## src/rtl/enc_pkg.sv

```systemverilog
// Shared types and constants for the LEGv8 instruction encoder: format enum,
// opcode fields and the legal immediate range of each instruction class.
package enc_pkg;

  typedef enum logic [2:0] {
    FMT_LDUR  = 3'd0,
    FMT_STUR  = 3'd1,
    FMT_CBZ   = 3'd2,
    FMT_BCOND = 3'd3,
    FMT_ADDI  = 3'd4,
    FMT_SUBI  = 3'd5
  } fmt_t;

  localparam logic [10:0] OP_LDUR  = 11'h7C2;
  localparam logic [10:0] OP_STUR  = 11'h7C0;
  localparam logic [7:0]  OP_CBZ   = 8'hB4;
  localparam logic [7:0]  OP_BCOND = 8'h54;
  localparam logic [9:0]  OP_ADDI  = 10'h244;
  localparam logic [9:0]  OP_SUBI  = 10'h344;

  localparam logic signed [63:0] D_MIN  = -64'sd256;
  localparam logic signed [63:0] D_MAX  = 64'sd255;
  localparam logic signed [63:0] CB_MIN = -64'sd262144;
  localparam logic signed [63:0] CB_MAX = 64'sd262143;
  localparam logic [63:0]        I_MAX  = 64'd4095;

endpackage

```

## src/rtl/imm_field_pack.sv

```systemverilog
// Combinational packer: instruction fields -> 32-bit LEGv8 word plus a bad flag.
// Range violations only raise bad when ENC_RANGE_CHECK_EN is defined.
module imm_field_pack
  import enc_pkg::*;
(
  input  logic [2:0]  fmt,
  input  logic [4:0]  rd,
  input  logic [4:0]  rn,
  input  logic [63:0] imm,
  output logic [31:0] inst,
  output logic        bad
);

`ifdef ENC_RANGE_CHECK_EN
  localparam bit RANGE_CHECK = 1'b1;
`else
  localparam bit RANGE_CHECK = 1'b0;
`endif

  logic d_out, cb_out, i_out;

  always_comb begin
    d_out  = ($signed(imm) < D_MIN)  || ($signed(imm) > D_MAX);
    cb_out = ($signed(imm) < CB_MIN) || ($signed(imm) > CB_MAX);
    // ADDI/SUBI immediates are unsigned, so negative values land far above I_MAX
    i_out  = imm > I_MAX;
  end

  always_comb begin
    inst = '0;
    bad  = 1'b0;
    case (fmt)
      FMT_LDUR: begin
        inst = {OP_LDUR, imm[8:0], 2'b00, rn, rd};
        bad  = RANGE_CHECK & d_out;
      end
      FMT_STUR: begin
        inst = {OP_STUR, imm[8:0], 2'b00, rn, rd};
        bad  = RANGE_CHECK & d_out;
      end
      FMT_CBZ: begin
        inst = {OP_CBZ, imm[18:0], rd};
        bad  = RANGE_CHECK & cb_out;
      end
      FMT_BCOND: begin
        inst = {OP_BCOND, imm[18:0], rd};
        bad  = RANGE_CHECK & cb_out;
      end
      FMT_ADDI: begin
        inst = {OP_ADDI, imm[11:0], rn, rd};
        bad  = RANGE_CHECK & i_out;
      end
      FMT_SUBI: begin
        inst = {OP_SUBI, imm[11:0], rn, rd};
        bad  = RANGE_CHECK & i_out;
      end
      default: begin
        inst = '0;
        bad  = 1'b1;
      end
    endcase
  end

endmodule

```

## src/rtl/inst_encoder.sv

```systemverilog
// LEGv8 instruction encoder: one-stage registered pipeline emitting packed words
// with an imem word address. Optional range checking via ENC_RANGE_CHECK_EN.
module inst_encoder
  import enc_pkg::*;
#(
  parameter int ADDR_W = 8
) (
  input  logic              clk,
  input  logic              reset,
  input  logic              clr,
  input  logic              in_valid,
  output logic              in_ready,
  input  logic [2:0]        in_fmt,
  input  logic [4:0]        in_rd,
  input  logic [4:0]        in_rn,
  input  logic [63:0]       in_imm,
  output logic              out_valid,
  input  logic              out_ready,
  output logic [31:0]       out_inst,
  output logic [ADDR_W-1:0] out_addr,
  output logic              out_err,
  output logic [7:0]        err_cnt
);

  // Handshake: a beat moves on a side when valid & ready are both high at posedge;
  // valid never waits on ready, and a stalled output word holds all its fields.
  logic        accept, xfer;
  logic [31:0] pack_inst;
  logic        pack_bad;

  assign in_ready = !out_valid || out_ready;
  assign accept   = in_valid && in_ready;
  assign xfer     = out_valid && out_ready;

  imm_field_pack u_pack (
    .fmt  (in_fmt),
    .rd   (in_rd),
    .rn   (in_rn),
    .imm  (in_imm),
    .inst (pack_inst),
    .bad  (pack_bad)
  );

  always_ff @(posedge clk) begin
    if (!reset) begin
      out_valid <= 1'b0;
      out_inst  <= '0;
      out_err   <= 1'b0;
    end else if (accept) begin
      out_valid <= 1'b1;
      out_inst  <= pack_inst;
      out_err   <= pack_bad;
    end else if (xfer) begin
      out_valid <= 1'b0;
    end
  end

  // out_addr is the address of the word on the output; it advances past each
  // transferred word so a same-cycle refill lands on the next address.
  always_ff @(posedge clk) begin
    if (!reset) begin
      out_addr <= '0;
    end else if (clr) begin
      out_addr <= '0;
    end else if (xfer) begin
      out_addr <= out_addr + ADDR_W'(1);
    end
  end

  always_ff @(posedge clk) begin
    if (!reset) begin
      err_cnt <= '0;
    end else if (xfer && out_err && (err_cnt != 8'hFF)) begin
      err_cnt <= err_cnt + 8'd1;
    end
  end

endmodule

```

## config.mk

```make
export PLATFORM = sky130hd
export DESIGN_NAME = inst_encoder
export DESIGN_NICKNAME = d
export VERILOG_FILES = /design/src/rtl/enc_pkg.sv /design/src/rtl/imm_field_pack.sv /design/src/rtl/inst_encoder.sv
export SDC_FILE = /design/constraint.sdc
export NUM_CORES = 1
export LEC_CHECK = 0
export BUFFER_PORTS_ARGS = -buffer_cell sky130_fd_sc_hd__buf_2
export CAP_MARGIN = 40
export CORE_ASPECT_RATIO = 1.75
export CORE_UTILIZATION = 28
export CTS_CLUSTER_DIAMETER = 120
export DETAILED_ROUTE_END_ITERATION = 16
export HOLD_SLACK_MARGIN = 0.1
export PLACE_DENSITY_LB_ADDON = 0.08
export SYNTH_ARGS = -nofsm -noshare
export SYNTH_HDL_FRONTEND = slang
export SYNTH_SLANG_ARGS = --single-unit
```

## constraint.sdc

```tcl
create_clock -name clk -period 3.9 [get_ports clk]
set_input_delay 0.78 -clock clk [delete_from_list [all_inputs] [get_ports clk]]
set_output_delay 0.78 -clock clk [all_outputs]
set_load 0.1 [all_outputs]
```

### After elaboration in Yosys (flattened, before gate mapping)

Cells that the tools add are included.

| word-level totals | value |
|---|---|
| memories kept | 0 |
| ROM bits | 0 |
| bits in registers | 50 |
| memory bits (writable) | 0 |
| bits in latches | 0 |

| operators by class | value |
|---|---|
| reductions and logical operators | 10 |
| div/mod/pow operators | 0 |
| shift operators | 0 |
| bitwise gates (word level) | 1 |
| add/subtract/negate cells | 2 |
| muxes and demuxes | 4 |
| $mul | 0 |
| $lt $le $gt $ge | 0 |
| equal/unequal tests | 6 |

Operator list:

| cell | count |
|---|---|
| 32-bit one-hot mux with 6 select lines | 1 |
| 8-bit by 1-bit adder with 8-bit output, second input constant | 2 |
| 8-bit inequality test, second input constant | 1 |
| 3-bit by 2-bit == test with 1-bit output, second input constant | 2 |
| 3-bit == test, second input constant | 2 |
| 6-bit OR reduction | 1 |
| 1-bit logical AND | 4 |
| 3-bit by 1-bit == test with 1-bit output, second input constant | 1 |
| 3-bit zero test | 1 |
| 1-bit two-way mux | 3 |
| 2-bit nonzero test | 1 |
| 2-bit OR reduction | 1 |
| 1-bit zero test | 1 |
| 1-bit logical OR | 1 |
| 1-bit NOT | 1 |

### Longest topological paths before layout

Gate-level depths: netlist of run 1.

| logic depth | value |
|---|---|
| word-level depth | 4 |
| gate-level depth with buffers | 6 |
| gate-level depth less buffers | 5 |

### Modules after synthesis

From an unflattened synthesis of run 1, not the netlist that was laid out.

| unflattened totals | value |
|---|---|
| cell total of the unflattened synthesis | 307 |
| area total of the unflattened synthesis | 2,522.4 um2 |

By module, submodules not included:

| module | area each (um2) | cells each | times used |
|---|---|---|---|
| inst_encoder | 2,074.5 | 246 | 1 |
| imm_field_pack | 447.9 | 61 | 1 |

### Least setup slack after synthesis of run 1

OpenSTA, ideal clock, no wires.

| timing | value |
|---|---|
| path type | register to register |
| start | register out_valid |
| end | register out_inst[18] |
| path slack | 0.914 ns |
| cell stages (with the launch flop) | 6 |
| clock period less this slack | 2.986 ns |
| data arrival time | 2.868 ns |
| cells stage by stage | dfxtp_1 -> nand2b_1 -> and2_1 -> buf_2 -> buf_2 -> o211a_1 |

| between the ends | value |
|---|---|
| word-level cells in the longest chain between the ends | 3 |

Ends and longest elaborated chain:

| what | RTL line | text |
|---|---|---|
| start: declaration | inst_encoder.sv:17 | `output logic out_valid,` |
| start signal: assignment | inst_encoder.sv:46 | `out_valid <= 1'b0;` |
| start signal: assignment | inst_encoder.sv:50 | `out_valid <= 1'b1;` |
| start signal: assignment | inst_encoder.sv:54 | `out_valid <= 1'b0;` |
| 1-bit zero test | inst_encoder.sv:31 | `assign in_ready = !out_valid \|\| out_ready;` |
| 1-bit logical OR | inst_encoder.sv:31 |  |
| via in_ready | inst_encoder.sv:12 | `output logic in_ready,` |
| 1-bit logical AND | inst_encoder.sv:32 | `assign accept = in_valid && in_ready;` |
| end signal: assignment | inst_encoder.sv:51 | `out_inst <= pack_inst;` |
| end: declaration | inst_encoder.sv:19 | `output logic [31:0] out_inst,` |

The timed path passes the listed nets, and every way through them passes these cells.
A chain may end at the register's enable or synchronous reset.

### Final worst setup path of run 1

| timing | value |
|---|---|
| start | input port out_ready |
| end | output port in_ready |

| between the ends | value |
|---|---|
| word-level cells in the longest chain between the ends | 1 |

Ends and longest elaborated chain:

| what | RTL line | text |
|---|---|---|
| start: declaration | inst_encoder.sv:18 | `input logic out_ready,` |
| 1-bit logical OR | inst_encoder.sv:31 |  |
| end: declaration | inst_encoder.sv:12 |  |

Every way passes these cells.

==> metrics.md, run 1 <==
| Metric | Value |
|---|---|
| Detailed-placement wirelength estimate | 4410 µm |
| Buffer levels on the longest clock path | 2 |
| Largest driver fanout on the critical path | 7 |
| Pin count of the biggest net entering global routing | 37 |
| Fin util | 37.1% |
| Diode insertion count for antenna repair | 0 |
| GR Layer Usage met2 | 26.1% |
| Class of the most critical hold timing path | register to register |
| Startpoint type of the worst setup path | input port |
| Static leakage power | 0.00124 µW |
| Power density cells | 456 nW/µm² |
| Number of distinct standard cells referenced by the synthesized netlist | 37 |
| Switching part of the total power | 34.8% |
| Final global-route overflow total | 0 |
| Critical Path Sink Type | output port |
| Length of the first detailed-routing pass in iterations | 4 |
| Crit path cell chain | buf_2 > nand2b_1 > buf_2 |
| Sinks on the clock net | 49 |
| Post-route standard cell area excluding fillers | 2810 µm² |
| Floorplan core area | 7570 µm² |
| Relative contribution of combinational cells to total power | 23.9% |
| Setup repair after global routing missed its margin | false |
| Clock buffers created by TritonCTS | 5 |
| Wire length of the first global-routing pass | 9650 µm |
| # H-tree levels | 2 |
| Net total in the final layout | 427 |
| Portion of synthesized cell area occupied by the leading cell type | 44.9% |
| Cell taking the most area after synthesis | sky130_fd_sc_hd__dfxtp_1 |
| Horizontal die dimension | 68.8 µm |
| Cell area after synthesis | 2190 µm² |
| Fin. max-slew vios | 0 |
| Worst path top cell family by delay | buffers and inverters |
| Average cell area after synthesis | 8.22 µm² |
| Maximum operating frequency | 429 MHz |
| Synth async-reset ratio | 0% |
| Endpoint required time on the critical path | 3120 ps |
| Post-CTS setup-driven buffer insertion count | 0 |
| Transition time of the tightest slew-check pin | 779 ps |
| Ys flop type | sky130_fd_sc_hd__dfxtp_1 |
| Starting density of the core | 28.9% |
| Cell types occupying the most area after synthesis | sky130_fd_sc_hd__dfxtp_1 45%, sky130_fd_sc_hd__a21oi_1 6.4%, sky130_fd_sc_hd__nand2_1 5.1% |
| Clock insertion delay at the later pin of the skew report | 290 ps |
| Post-synthesis sequential element count | 49 |
| Number of rows in the core area | 42 |
| RD Place Congestion | 0.705 |
| Shortest clock period the worst path allows after layout | 2330 ps |
| TritonCTS clock tree | built |
| Overall die height | 119 µm |
| Area growth from synthesis to final layout | 28.4% |
| Cell area reported after detailed placement | 2670 µm² |
| Synthesized instance count | 266 |
| Worst setup skew after layout | 4.00 ps |
| Number of global-route vias before repair | 1910 |
| Status | complete, no violations |
| Number of buffers and inverters on the critical path | 2 |
| Number of antenna violations at the first check in global routing | 0 |
| Post-route ant nets | 0 |
| Max Cap Violations | 0 |
| Critical path arrival | 1550 ps |
| Total number of vias | 2140 |
| Clock edge transition at the registers on the reported setup and hold paths | 60 ps |
| Detailed-route wire length | 6220 µm |
| Synth Net Count | 350 |
| I/O pin count | 133 |
| Sw power | 446 µW |
| Remaining DRCs | 0 |
| Met3 Track Usage GR | 4.69% |
| Number of synthesized flops with an enable pin | 0 |
| Internal Power | 835 µW |
| Max-slew headroom at the worst pin | 48.0% |
| Grt met1 use | 19.0% |
| Port-buffer cells | 86 |
| Final setup violation count | 0 |
| Startpoint-to-endpoint class of the critical path | input port to output port |
| Per-cell routed wire length | 14.4 µm |
| Worst voltage drop across the vdd grid | 0.221 mV |
| Cts hold-fix bufs | 0 |
| Clock share of power | 34.4% |
| Critical path's most frequent cell | sky130_fd_sc_hd__buf_2 |
| Total Power | 1280 µW |
| Die area | 8180 µm² |
| GRT Overall Usage | 16.0% |
| Final number of hold-violating endpoints | 0 |
| Post-DR vias/cell | 4.97 |
| Setup total negative slack | 0 ps |
| Final critical-path share of the clock period | 59.7% |
| Critical-path top delay cell | sky130_fd_sc_hd__buf_2 |
| Post-cts sizing count | 0 |
| Highest cell delay on the worst timing path | 450 ps |
| Share of the yosys chip area belonging to registers | 44.9% |
| Root cell of the clock tree | sky130_fd_sc_hd__clkbuf_16 |
| Count of routing violations after the opening detailed-route iteration | 61 |
| Syn. warnings | 0 |
| Sequential fraction of design power | 41.7% |
| Share of cells above drive strength 1 | 28.6% |
| Highest-utilization routing layer at the global route stage | met2 |
-- layout by cell type (no fill, tap or decap), types with 6 or more instances in the layout --
master / count
sky130_fd_sc_hd__nand2b_1: 9
sky130_fd_sc_hd__nand3_1: 14
sky130_fd_sc_hd__a211oi_1: 6
sky130_fd_sc_hd__dfxtp_1: 49
sky130_fd_sc_hd__nor2_1: 28
sky130_fd_sc_hd__a21oi_1: 28
sky130_fd_sc_hd__buf_2: 86
sky130_fd_sc_hd__nor3_1: 12
sky130_fd_sc_hd__nand2_1: 30
-- synthesized netlist by cell type, types with 6 or more instances --
cell type	count
sky130_fd_sc_hd__nand3_1	14
sky130_fd_sc_hd__nand2_1	30
sky130_fd_sc_hd__nor2_1	28
sky130_fd_sc_hd__a21oi_1	28
sky130_fd_sc_hd__nand2b_1	9
sky130_fd_sc_hd__clkbuf_1	12
sky130_fd_sc_hd__a211oi_1	6
sky130_fd_sc_hd__nor3_1	12
sky130_fd_sc_hd__dfxtp_1	49
-- logic make-up after synthesis --
family | share of synthesized area (%)
buf+inv | 4.58
fa+ha+maj | 1.60
compound gates | 17.7
xor+xnor | 2.80
mux | 2.86
other cells | 0.171
simple gates | 25.5
flops | 44.9
-- routing by layer --
metal  share of wire [%]  up-vias
li1                    -     1084
met1                  40      984
met2                  52       66
met3                 6.1        6
met4                 1.7        0
met5                   0        -
-- power by group through the flow --
stage / sequential, µW / combinational, µW / clock (µW)
2_1_floorplan: 709 / 81.3 / 0
3_3_place_gp: 545 / 309 / 0
3_5_place_dp: 546 / 309 / 0
4_1_cts: 535 / 310 / 457
5_1_grt: 537 / 324 / 475
6_report: 535 / 306 / 441
-- tightest hold or removal path: cells and delay by family, from the launching register on --
kind	cells	cell delay (ps)
flip-flops	1	310
AND/OR/NAND/NOR	1	50
AO/OA/AOI/OAI	1	50
-- cell type report --
| class | instances | area [µm²] |
|---|---|---|
| well taps | 88 | 110 |
| clock buffers | 7 | 143 |
| repair buffers | 88 | 445 |
| inverters | 6 | 22.5 |
| multi-input cells | 193 | 1110 |
| fillers | 842 | 4760 |
| flip-flops and latches | 49 | 981 |
-- stage by stage --
step	setup slack [ps]	instances	hold slack (ps)
floorplan	914	266	883
global placement	1480	424	438
detailed placement	1520	424	445
CTS	1570	431	454
global route	1520	431	468
finish	1570	431	452
-- worst paths after layout --
check,slack [ps],end,depth (start not counted),startpoint
setup / recovery,1570,in_ready,3,out_ready
hold / removal,450,out_inst[27]$_SDFFE_PN0P_,2,out_inst[27]$_SDFFE_PN0P_
setup reg to reg,2200,out_inst[18]$_SDFFE_PN0P_,5,out_valid$_SDFFE_PN0P_
hold reg to reg,450,out_inst[27]$_SDFFE_PN0P_,2,out_inst[27]$_SDFFE_PN0P_
-- sequential cells by signal (all words and copies together), names as in the netlist --
signal,count
err_cnt,8
out_addr,8
out_err,1
out_inst,31
out_valid,1
(Power assumes the default switching activity.)
==> inputs of run 2 (changes only) <==
--- a/config.mk
+++ b/config.mk
@@ -5,6 +5,7 @@
 export SDC_FILE = /design/constraint.sdc
 export NUM_CORES = 1
 export LEC_CHECK = 0
+export ABC_AREA = 1
 export BUFFER_PORTS_ARGS = -buffer_cell sky130_fd_sc_hd__buf_2
 export CAP_MARGIN = 40
 export CORE_ASPECT_RATIO = 1.75
==> constraint.sdc (replaced) <==
create_clock -name clk -period 2.1 [get_ports clk]
set_input_delay 0.42 -clock clk [delete_from_list [all_inputs] [get_ports clk]]
set_output_delay 0.42 -clock clk [all_outputs]
set_load 0.1 [all_outputs]
==> run 2 against run 1 <==
Compared with the run above: clock skew increased by 2.4 ps; clock power up 95%; utilization is 0.12 points higher; count of clock-buffer cells in the layout is the same; largest cell class unchanged; routed wire length increased by 3.1%; sequential power is 84% higher; critical path depth is 2 lower; power is 85% higher; non-clock buffer count unchanged; area after synthesis is 4.9% higher; synthesized cell count up 26%; highest routed layer unchanged.
==> metrics.md, run 2 <==
| Metric | Value |
|---|---|
| Average cell area after synthesis | 6.87 µm² (-16%) |
| Final global-route overflow total | 0 (unchanged) |
| Registers with the highest flip-flop counts | out_inst: 31 flops, err_cnt: 8 flops, out_addr: 8 flops |
| Proportion of synthesized area in mux cells | 0% (-2.9 points) |
| Endpoint of the worst hold path | out_inst[2]$_SDFFE_PN0P_ |
| Synth Area in Adders | 1.09% (-0.51 points) |
| Horizontal die dimension | 70.4 µm (+2.4%) |
| Synth Net Count | 418 (+19%) |
| Worst voltage drop across the vdd grid | 0.358 mV (+62%) |
| Start point of the worst hold path | in_rd[2] |
| Clock edge transition at the registers on the reported setup and hold paths | 70 ps (about the same) |
| Shortest clock period the worst path allows after layout | 1580 ps |
| Number of cell instances on the worst register-to-register path | 8 (+3) |
| Max Cap Violations | 0 (unchanged) |
| Share of the yosys chip area belonging to registers | 42.7% (-2.1 points) |
| Wire length of the first global-routing pass | 10500 µm (+8.7%) |
| Area taken by multi-input logic gates | 1120 µm² (+1.2%) |
| Startpoint type of the worst setup path | register |
| Root cell of the clock tree | sky130_fd_sc_hd__clkbuf_16 |
| Compound-cell area share of the yosys netlist | 15.1% (-2.6 points) |
| Portion of synthesized cell area occupied by the leading cell type | 42.7% (-2.1 points) |
| Final number of hold-violating endpoints | 0 (unchanged) |
| Total number of vias | 2349 (+9.8%) |
| Length of the first detailed-routing pass in iterations | 4 (unchanged) |
| Area fraction in and, or, nand and nor cells after synthesis | 32.0% (+6.5 points) |
| Critical Path Sink Type | output port |
| TritonCTS clock tree | built |
| Worst flop-to-flop path endpoint | err_cnt[7]$_SDFFE_PN0P_ |
| Most instantiated library cell after synthesis | sky130_fd_sc_hd__nand2_1 |
| Endpoint required time on the critical path | 1680 ps (-1440 ps) |
| Number of buffers and inverters on the critical path | 1 (-1) |
| Crit Reg-Reg Startpoint | err_cnt[1]$_SDFFE_PN0P_ |
| Synthesized instance count | 334 (+26%) |
| Post-route standard cell area excluding fillers | 2940 µm² (+4.9%) |
| Number of global-route vias before repair | 2308 (+21%) |
| Largest family of logic cells by synthesized area | simple AND/OR/NAND/NOR gates |
| Worst setup skew after layout | 6.38 ps (+2.38 ps) |
| Number of rows in the core area | 43 (+2.4%) |
| Post-route ant nets | 0 (unchanged) |
| Ys flop type | sky130_fd_sc_hd__dfxtp_1 |
| Startpoint-to-endpoint class of the critical path | register to output port |
| Die area | 8580 µm² (+4.8%) |
| Most frequent cells after synthesis | 119 x sky130_fd_sc_hd__nand2_1, 49 x sky130_fd_sc_hd__dfxtp_1, 38 x sky130_fd_sc_hd__a21oi_1, 28 x sky130_fd_sc_hd__inv_1, 24 x sky130_fd_sc_hd__nor2_1 |
| Detailed-placement wirelength estimate | 4870 µm (+11%) |
| Share of cells above drive strength 1 | 26.7% (-1.8 points) |
| Diode insertion count for antenna repair | 0 (unchanged) |
| Number of antenna violations at the first check in global routing | 0 (unchanged) |
| Final setup violation count | 0 (unchanged) |
| Post-CTS setup-driven buffer insertion count | 0 (unchanged) |
| Sequential fraction of design power | 41.5% (-0.2 points) |
| Cell types occupying the most area after synthesis | sky130_fd_sc_hd__dfxtp_1 43%, sky130_fd_sc_hd__nand2_1 19%, sky130_fd_sc_hd__a21oi_1 8.3% |
| Clock share of power | 36.3% (+1.9 points) |
| RD Place Congestion | 0.762 (+8.1%) |
| Per-cell routed wire length | 12.6 µm (-13%) |
| Syn. warnings | 0 (unchanged) |
| Setup total negative slack | 0 ps (unchanged) |
| Setup repair after global routing missed its margin | false |
| Floorplan core area | 7910 µm² (+4.5%) |
| I/O pin count | 133 (unchanged) |
| Detailed-route wire length | 6420 µm (+3.1%) |
| Cell taking the most area after synthesis | sky130_fd_sc_hd__dfxtp_1 |
| Relative contribution of combinational cells to total power | 22.2% (-1.7 points) |
| Flip-flop count of the largest register, all copies and words added | 31 (unchanged) |
| Power density cells | 805 nW/µm² (+76%) |
| Final-layout fill cell count | 896 (+6.4%) |
| Net total in the final layout | 502 (+18%) |
| Maximum operating frequency | 634 MHz |
| Crit path cell chain | buf_2 |
| Worst path top cell family by delay | buffers and inverters |
| FF-to-FF setup slack | 620 ps (-1580 ps) |
| Top reg by flops | out_inst |
| Largest driver fanout on the critical path | 5 (-2) |
| Number of distinct standard cells referenced by the synthesized netlist | 28 (-24%) |
| Highest cell delay on the worst timing path | 460 ps (about the same) |
| Critical path arrival | 1160 ps (-390 ps) |
| Remaining DRCs | 0 (unchanged) |
| Sinks on the clock net | 49 (unchanged) |
| Synth async-reset ratio | 0% (unchanged) |
| # H-tree levels | 2 (unchanged) |
| Area growth from synthesis to final layout | 28.3% (about the same) |
| Xor and xnor area share after synthesis | 0.382% (-2.4 points) |
| Clock insertion delay at the later pin of the skew report | 290 ps (about the same) |
| Cts hold-fix bufs | 0 (unchanged) |
| Pin count of the biggest net entering global routing | 36 (-2.7%) |
| Port-buffer cells | 86 (unchanged) |
| Post-synthesis sequential element count | 49 (unchanged) |
| Fin. max-slew vios | 0 (unchanged) |
| Overall die height | 122 µm (+2.4%) |
| Class of the most critical hold timing path | input port to register |
| Sw power | 800 µW (+79%) |
| Clock buffers created by TritonCTS | 5 (unchanged) |
| Final critical-path share of the clock period | 75.1% |
| Number of synthesized flops with an enable pin | 0 (unchanged) |
| Status | complete, no violations |
| Post-cts sizing count | 0 (unchanged) |
| Most common library cell in the layout ignoring fill and taps | sky130_fd_sc_hd__nand2_1 |
| Worst hold path depth | 3 (+1) |
| Starting density of the core | 29.0% (+0.11 points) |
| GRT Overall Usage | 15.5% (-0.51 points) |
| Switching part of the total power | 33.8% (-1.1 points) |
| Cell area reported after detailed placement | 2790 µm² (+4.6%) |
| Post-DR vias/cell | 4.61 (-7.1%) |
| Count of routing violations after the opening detailed-route iteration | 98 (+61%) |
| Cell area after synthesis | 2290 µm² (+4.9%) |
| Internal Power | 1570 µW (+88%) |
| Static leakage power | 0.00140 µW (+13%) |
| Critical-path top delay cell | sky130_fd_sc_hd__buf_2 |
| Most frequent cells in the layout | 118 x sky130_fd_sc_hd__nand2_1, 86 x sky130_fd_sc_hd__buf_2, 47 x sky130_fd_sc_hd__dfxtp_1 |
| Storage element area | 983 µm² (+0.26%) |
| Buffer levels on the longest clock path | 2 (unchanged) |
run 2: cell types whose count changed after synthesis, moves of 9 or more:
cell and change:
sky130_fd_sc_hd__inv_1 +23, sky130_fd_sc_hd__nand2_1 +89, sky130_fd_sc_hd__a21oi_1 +10, sky130_fd_sc_hd__o21ai_0 +10, sky130_fd_sc_hd__clkbuf_1 -9, sky130_fd_sc_hd__nand2b_1 -9
sky130_fd_sc_hd__nor3_1 -9
run 2: power by group through the flow:
stage               clock [µW]  combinational, µW  sequential, µW
global route               928                560             989
floorplan                    0                154            1270
detailed placement           0                532            1010
finish                     861                525             984
global placement             0                531            1000
CTS                        901                533             984
run 2: worst max-delay path by stage:
stage                     cells after the start                        to  slack, ps                    start
after floorplan                               8   err_cnt[7]$_SDFFE_PN0P_          6  err_cnt[1]$_SDFFE_PN0P_
after global placement                        7  out_inst[5]$_SDFFE_PN0P_        400                in_fmt[1]
after global routing                          8   err_cnt[7]$_SDFFE_PN0P_        440  err_cnt[1]$_SDFFE_PN0P_
after detailed placement                      7  out_inst[6]$_SDFFE_PN0P_        370                in_fmt[1]
after CTS                                     1                err_cnt[3]        510  err_cnt[3]$_SDFFE_PN0P_
final                                         1                err_cnt[3]        520  err_cnt[3]$_SDFFE_PN0P_
run 2: through the flow:
stage	setup WS (ps)	util, %	total power, µW	instances	hold WS, ps
after detailed placement	372	35.2	1540	501	452
after CTS	512	37.2	2420	509	369
after floorplan	6.12	-	1420	334	541
final	523	37.2	2370	509	373
after global placement	397	35.2	1540	501	452
after global routing	438	37.2	2480	509	373
run 2: kinds of logic (layout without fill, tap and decap cells):
| family | after synthesis | in the layout |
|---|---|---|
| AOI/OAI and AO/OA | 63 | 63 |
| other | 1 | 1 |
| and+or+nand+nor | 175 | 175 |
| buffers and inverters | 43 | 128 |
| DFF | 49 | 49 |
| adders and majority gates | 2 | 2 |
| xor gates and xnor gates | 1 | 1 |
run 2: final cells by class:
cell class                 instances  area share [%]
timing repair buffer              88            15.1
multi-input combinational        242            38.0
clock inverter                     1           0.170
inverter                          32            4.25
tap                               90            3.82
sequential                        49            33.4
clock buffer                       7            5.18
run 2: layer usage:
| metal | track usage (%) | vias up | wire, µm |
|---|---|---|---|
| li1 | - | 1231 | - |
| met1 | 16.6 | 1046 | 2570 |
| met2 | 28.6 | 63 | 3400 |
| met3 | 3.80 | 9 | 333 |
| met4 | 6.25 | 0 | 111 |
| met5 | 0 | - | 0 |
==> inputs of run 3 (changes only) <==
==> constraint.sdc (replaced) <==
create_clock -name clk -period 1.5 [get_ports clk]
set_input_delay 0.3 -clock clk [delete_from_list [all_inputs] [get_ports clk]]
set_output_delay 0.3 -clock clk [all_outputs]
set_load 0.1 [all_outputs]
==> run 3 against run 2 <==
Compared with the run above: first-iteration DRC count decreased by 40%; combinational power grew 46%; worst hold slack got worse by 120 ps; largest cell class unchanged; highest routed layer unchanged.
==> metrics.md, run 3 (same netlist as run 2, synthesis figures left out) <==
| Metric | Value |
|---|---|
| Worst flop-to-flop path endpoint | err_cnt[3]$_SDFFE_PN0P_ |
| Clock share of power | 33.7% (-2.6 points) |
| Worst hold path depth | 3 (unchanged) |
| Number of antenna violations at the first check in global routing | 0 (unchanged) |
| Cts hold-fix bufs | 0 (unchanged) |
| Most frequent cells in the layout | 117 x sky130_fd_sc_hd__nand2_1, 85 x sky130_fd_sc_hd__buf_2, 38 x sky130_fd_sc_hd__a21oi_1 |
| Setup total negative slack | 0 ps (unchanged) |
| Post-DR vias/cell | 4.65 (+0.74%) |
| Sinks on the clock net | 49 (unchanged) |
| Starting density of the core | 29.0% (unchanged) |
| Endpoint of the worst hold path | out_inst[0]$_SDFFE_PN0P_ |
| Status | complete, no violations |
| Maximum operating frequency | 704 MHz |
| Start point of the worst hold path | in_rd[0] |
| Remaining DRCs | 0 (unchanged) |
| Highest cell delay on the worst timing path | 450 ps (about the same) |
| Overall die height | 122 µm (unchanged) |
| Final global-route overflow total | 0 (unchanged) |
| Number of global-route vias before repair | 2296 (-0.52%) |
| Power density cells | 1060 nW/µm² (+31%) |
| Largest driver fanout on the critical path | 5 (unchanged) |
| Pin count of the biggest net entering global routing | 36 (unchanged) |
| Smallest hold slack | 256 ps (-117 ps) |
| Most common library cell in the layout ignoring fill and taps | sky130_fd_sc_hd__nand2_1 |
| Critical path arrival | 1120 ps (-40 ps) |
| Final critical-path share of the clock period | 94.7% |
| Worst setup skew after layout | 3.12 ps (-3.26 ps) |
| GRT Overall Usage | 16.0% (+0.49 points) |
| Sw power | 1100 µW (+37%) |
| Post-CTS setup-driven buffer insertion count | 0 (unchanged) |
| Internal Power | 2130 µW (+36%) |
| Final number of hold-violating endpoints | 0 (unchanged) |
| Flip-flop count of the largest register, all copies and words added | 31 (unchanged) |
| Cell area reported after detailed placement | 2920 µm² (+4.8%) |
| # H-tree levels | 2 (unchanged) |
| FF-to-FF setup slack | 180 ps (-440 ps) |
| I/O pin count | 133 (unchanged) |
| Root cell of the clock tree | sky130_fd_sc_hd__clkbuf_16 |
| Horizontal die dimension | 70.4 µm (unchanged) |
| Top reg by flops | out_inst |
| Startpoint-to-endpoint class of the critical path | register to output port |
| Per-cell routed wire length | 12.7 µm (+0.53%) |
| Inst Count DP | 508 (+1.4%) |
| Net total in the final layout | 509 (+1.4%) |
| Number of buffers and inverters on the critical path | 1 (unchanged) |
| Number of standard cells in the layout, taps in and fillers out | 516 (+1.4%) |
| Crit Reg-Reg Startpoint | err_cnt[0]$_SDFFE_PN0P_ |
| Relative contribution of combinational cells to total power | 23.7% (+1.5 points) |
| Total number of vias | 2399 (+2.1%) |
| Post-route ant nets | 0 (unchanged) |
| Detailed-route wire length | 6540 µm (+1.9%) |
| Detailed-placement wirelength estimate | 5040 µm (+3.6%) |
| Clock insertion delay at the later pin of the skew report | 290 ps (about the same) |
| Crit path cell chain | buf_2 |
| Max Cap Violations | 0 (unchanged) |
| RD Place Congestion | 0.786 (+3.2%) |
| Share of cells above drive strength 1 | 30.8% (+4.0 points) |
| Die area | 8580 µm² (unchanged) |
| Shortest clock period the worst path allows after layout | 1420 ps |
| Static leakage power | 0.00145 µW (+3.3%) |
| Sequential fraction of design power | 42.6% (+1.1 points) |
| Registers with the highest flip-flop counts | out_inst: 31 flops, err_cnt: 8 flops, out_addr: 8 flops |
| Number of rows in the core area | 43 (unchanged) |
| Area growth from synthesis to final layout | 33.3% |
| Switching part of the total power | 34.0% (+0.22 points) |
| Length of the first detailed-routing pass in iterations | 4 (unchanged) |
| Post-route standard cell area excluding fillers | 3060 µm² (+3.9%) |
| Endpoint required time on the critical path | 1200 ps (-480 ps) |
| Worst-case setup margin in the final layout | 79.1 ps (-443 ps) |
| Worst path top cell family by delay | buffers and inverters |
| Setup repair after global routing missed its margin | false |
| TritonCTS clock tree | built |
| Floorplan core area | 7910 µm² (unchanged) |
| Count of routing violations after the opening detailed-route iteration | 59 (-40%) |
| Diode insertion count for antenna repair | 0 (unchanged) |
| Final setup violation count | 0 (unchanged) |
| Critical Path Sink Type | output port |
| Port-buffer cells | 86 (unchanged) |
| Number of cell instances on the worst register-to-register path | 7 (-1) |
| Critical-path top delay cell | sky130_fd_sc_hd__buf_2 |
| Worst voltage drop across the vdd grid | 0.430 mV (+20%) |
| Clock edge transition at the registers on the reported setup and hold paths | 60 ps (about the same) |
| Fin. max-slew vios | 0 (unchanged) |
| Startpoint type of the worst setup path | register |
| Class of the most critical hold timing path | input port to register |
| Wire length of the first global-routing pass | 10800 µm (+2.6%) |
| Clock buffers created by TritonCTS | 5 (unchanged) |
| Post-Place Worst Slack | 156 ps (-215 ps) |
| Buffer levels on the longest clock path | 2 (unchanged) |
## run 3: changes by cell type in the layout (fill, tap and decap cells not counted), moves of 2 or more
cell and change:
sky130_fd_sc_hd__buf_12 +3, sky130_fd_sc_hd__buf_4 +5, sky130_fd_sc_hd__clkbuf_1 +3, sky130_fd_sc_hd__clkbuf_8 -2, sky130_fd_sc_hd__dfxtp_1 -13, sky130_fd_sc_hd__dfxtp_2 +10
sky130_fd_sc_hd__dfxtp_4 +3
## run 3: timing repair
action,in CTS,in global routing
gates resized for setup,0,1
endpoints found under the setup margin,0,1
hold endpoints to repair,0,0
## run 3: per-layer routing
| metal | routed length [µm] | part of all wire [%] | GRT usage (%) |
|---|---|---|---|
| met1 | 2660 | 41 | 16.9 |
| met2 | 3500 | 54 | 30.2 |
| met3 | 282 | 4.3 | 3.72 |
| met4 | 95 | 1.5 | 6.00 |
| met5 | 0 | 0 | 0 |
## run 3: final cells by class
class                           instances  area [µm²]
Tap cell                               90         113
Timing Repair Buffer                   95         538
Fill cell                             863        4850
Sequential cell                        49        1010
Inverter                               32         125
Multi-Input combinational cell        242        1140
Clock buffer                            8         136
## run 3: metrics by stage
stage	util, %	total power [µW]
finish	38.7	3230
global route	38.7	3370
detailed placement	36.9	2180
global placement	36.9	2180
CTS	38.6	3290
floorplan	-	1990
## run 3: how the worst max path moves through the flow
stage	start	end	slack (ps)	cells past startpoint
5_1_grt	out_addr[5]$_SDFFE_PP0N_	out_addr[5]	30	1
2_1_floorplan	out_valid$_SDFFE_PN0P_	out_inst[9]$_SDFFE_PN0P_	-7	6
6_report	out_addr[5]$_SDFFE_PP0N_	out_addr[5]	80	1
3_3_place_gp	err_cnt[0]$_SDFFE_PN0P_	err_cnt[7]$_SDFFE_PN0P_	160	8
3_5_place_dp	err_cnt[0]$_SDFFE_PN0P_	err_cnt[7]$_SDFFE_PN0P_	160	8
4_1_cts	out_addr[5]$_SDFFE_PP0N_	out_addr[5]	60	1
## run 3: power groups by stage
stage	clock, µW	sequential [µW]	combinational (µW)
detailed placement	0	1410	775
global route	1170	1380	818
floorplan	0	1780	216
finish	1090	1380	766
CTS	1130	1380	776
global placement	0	1410	773
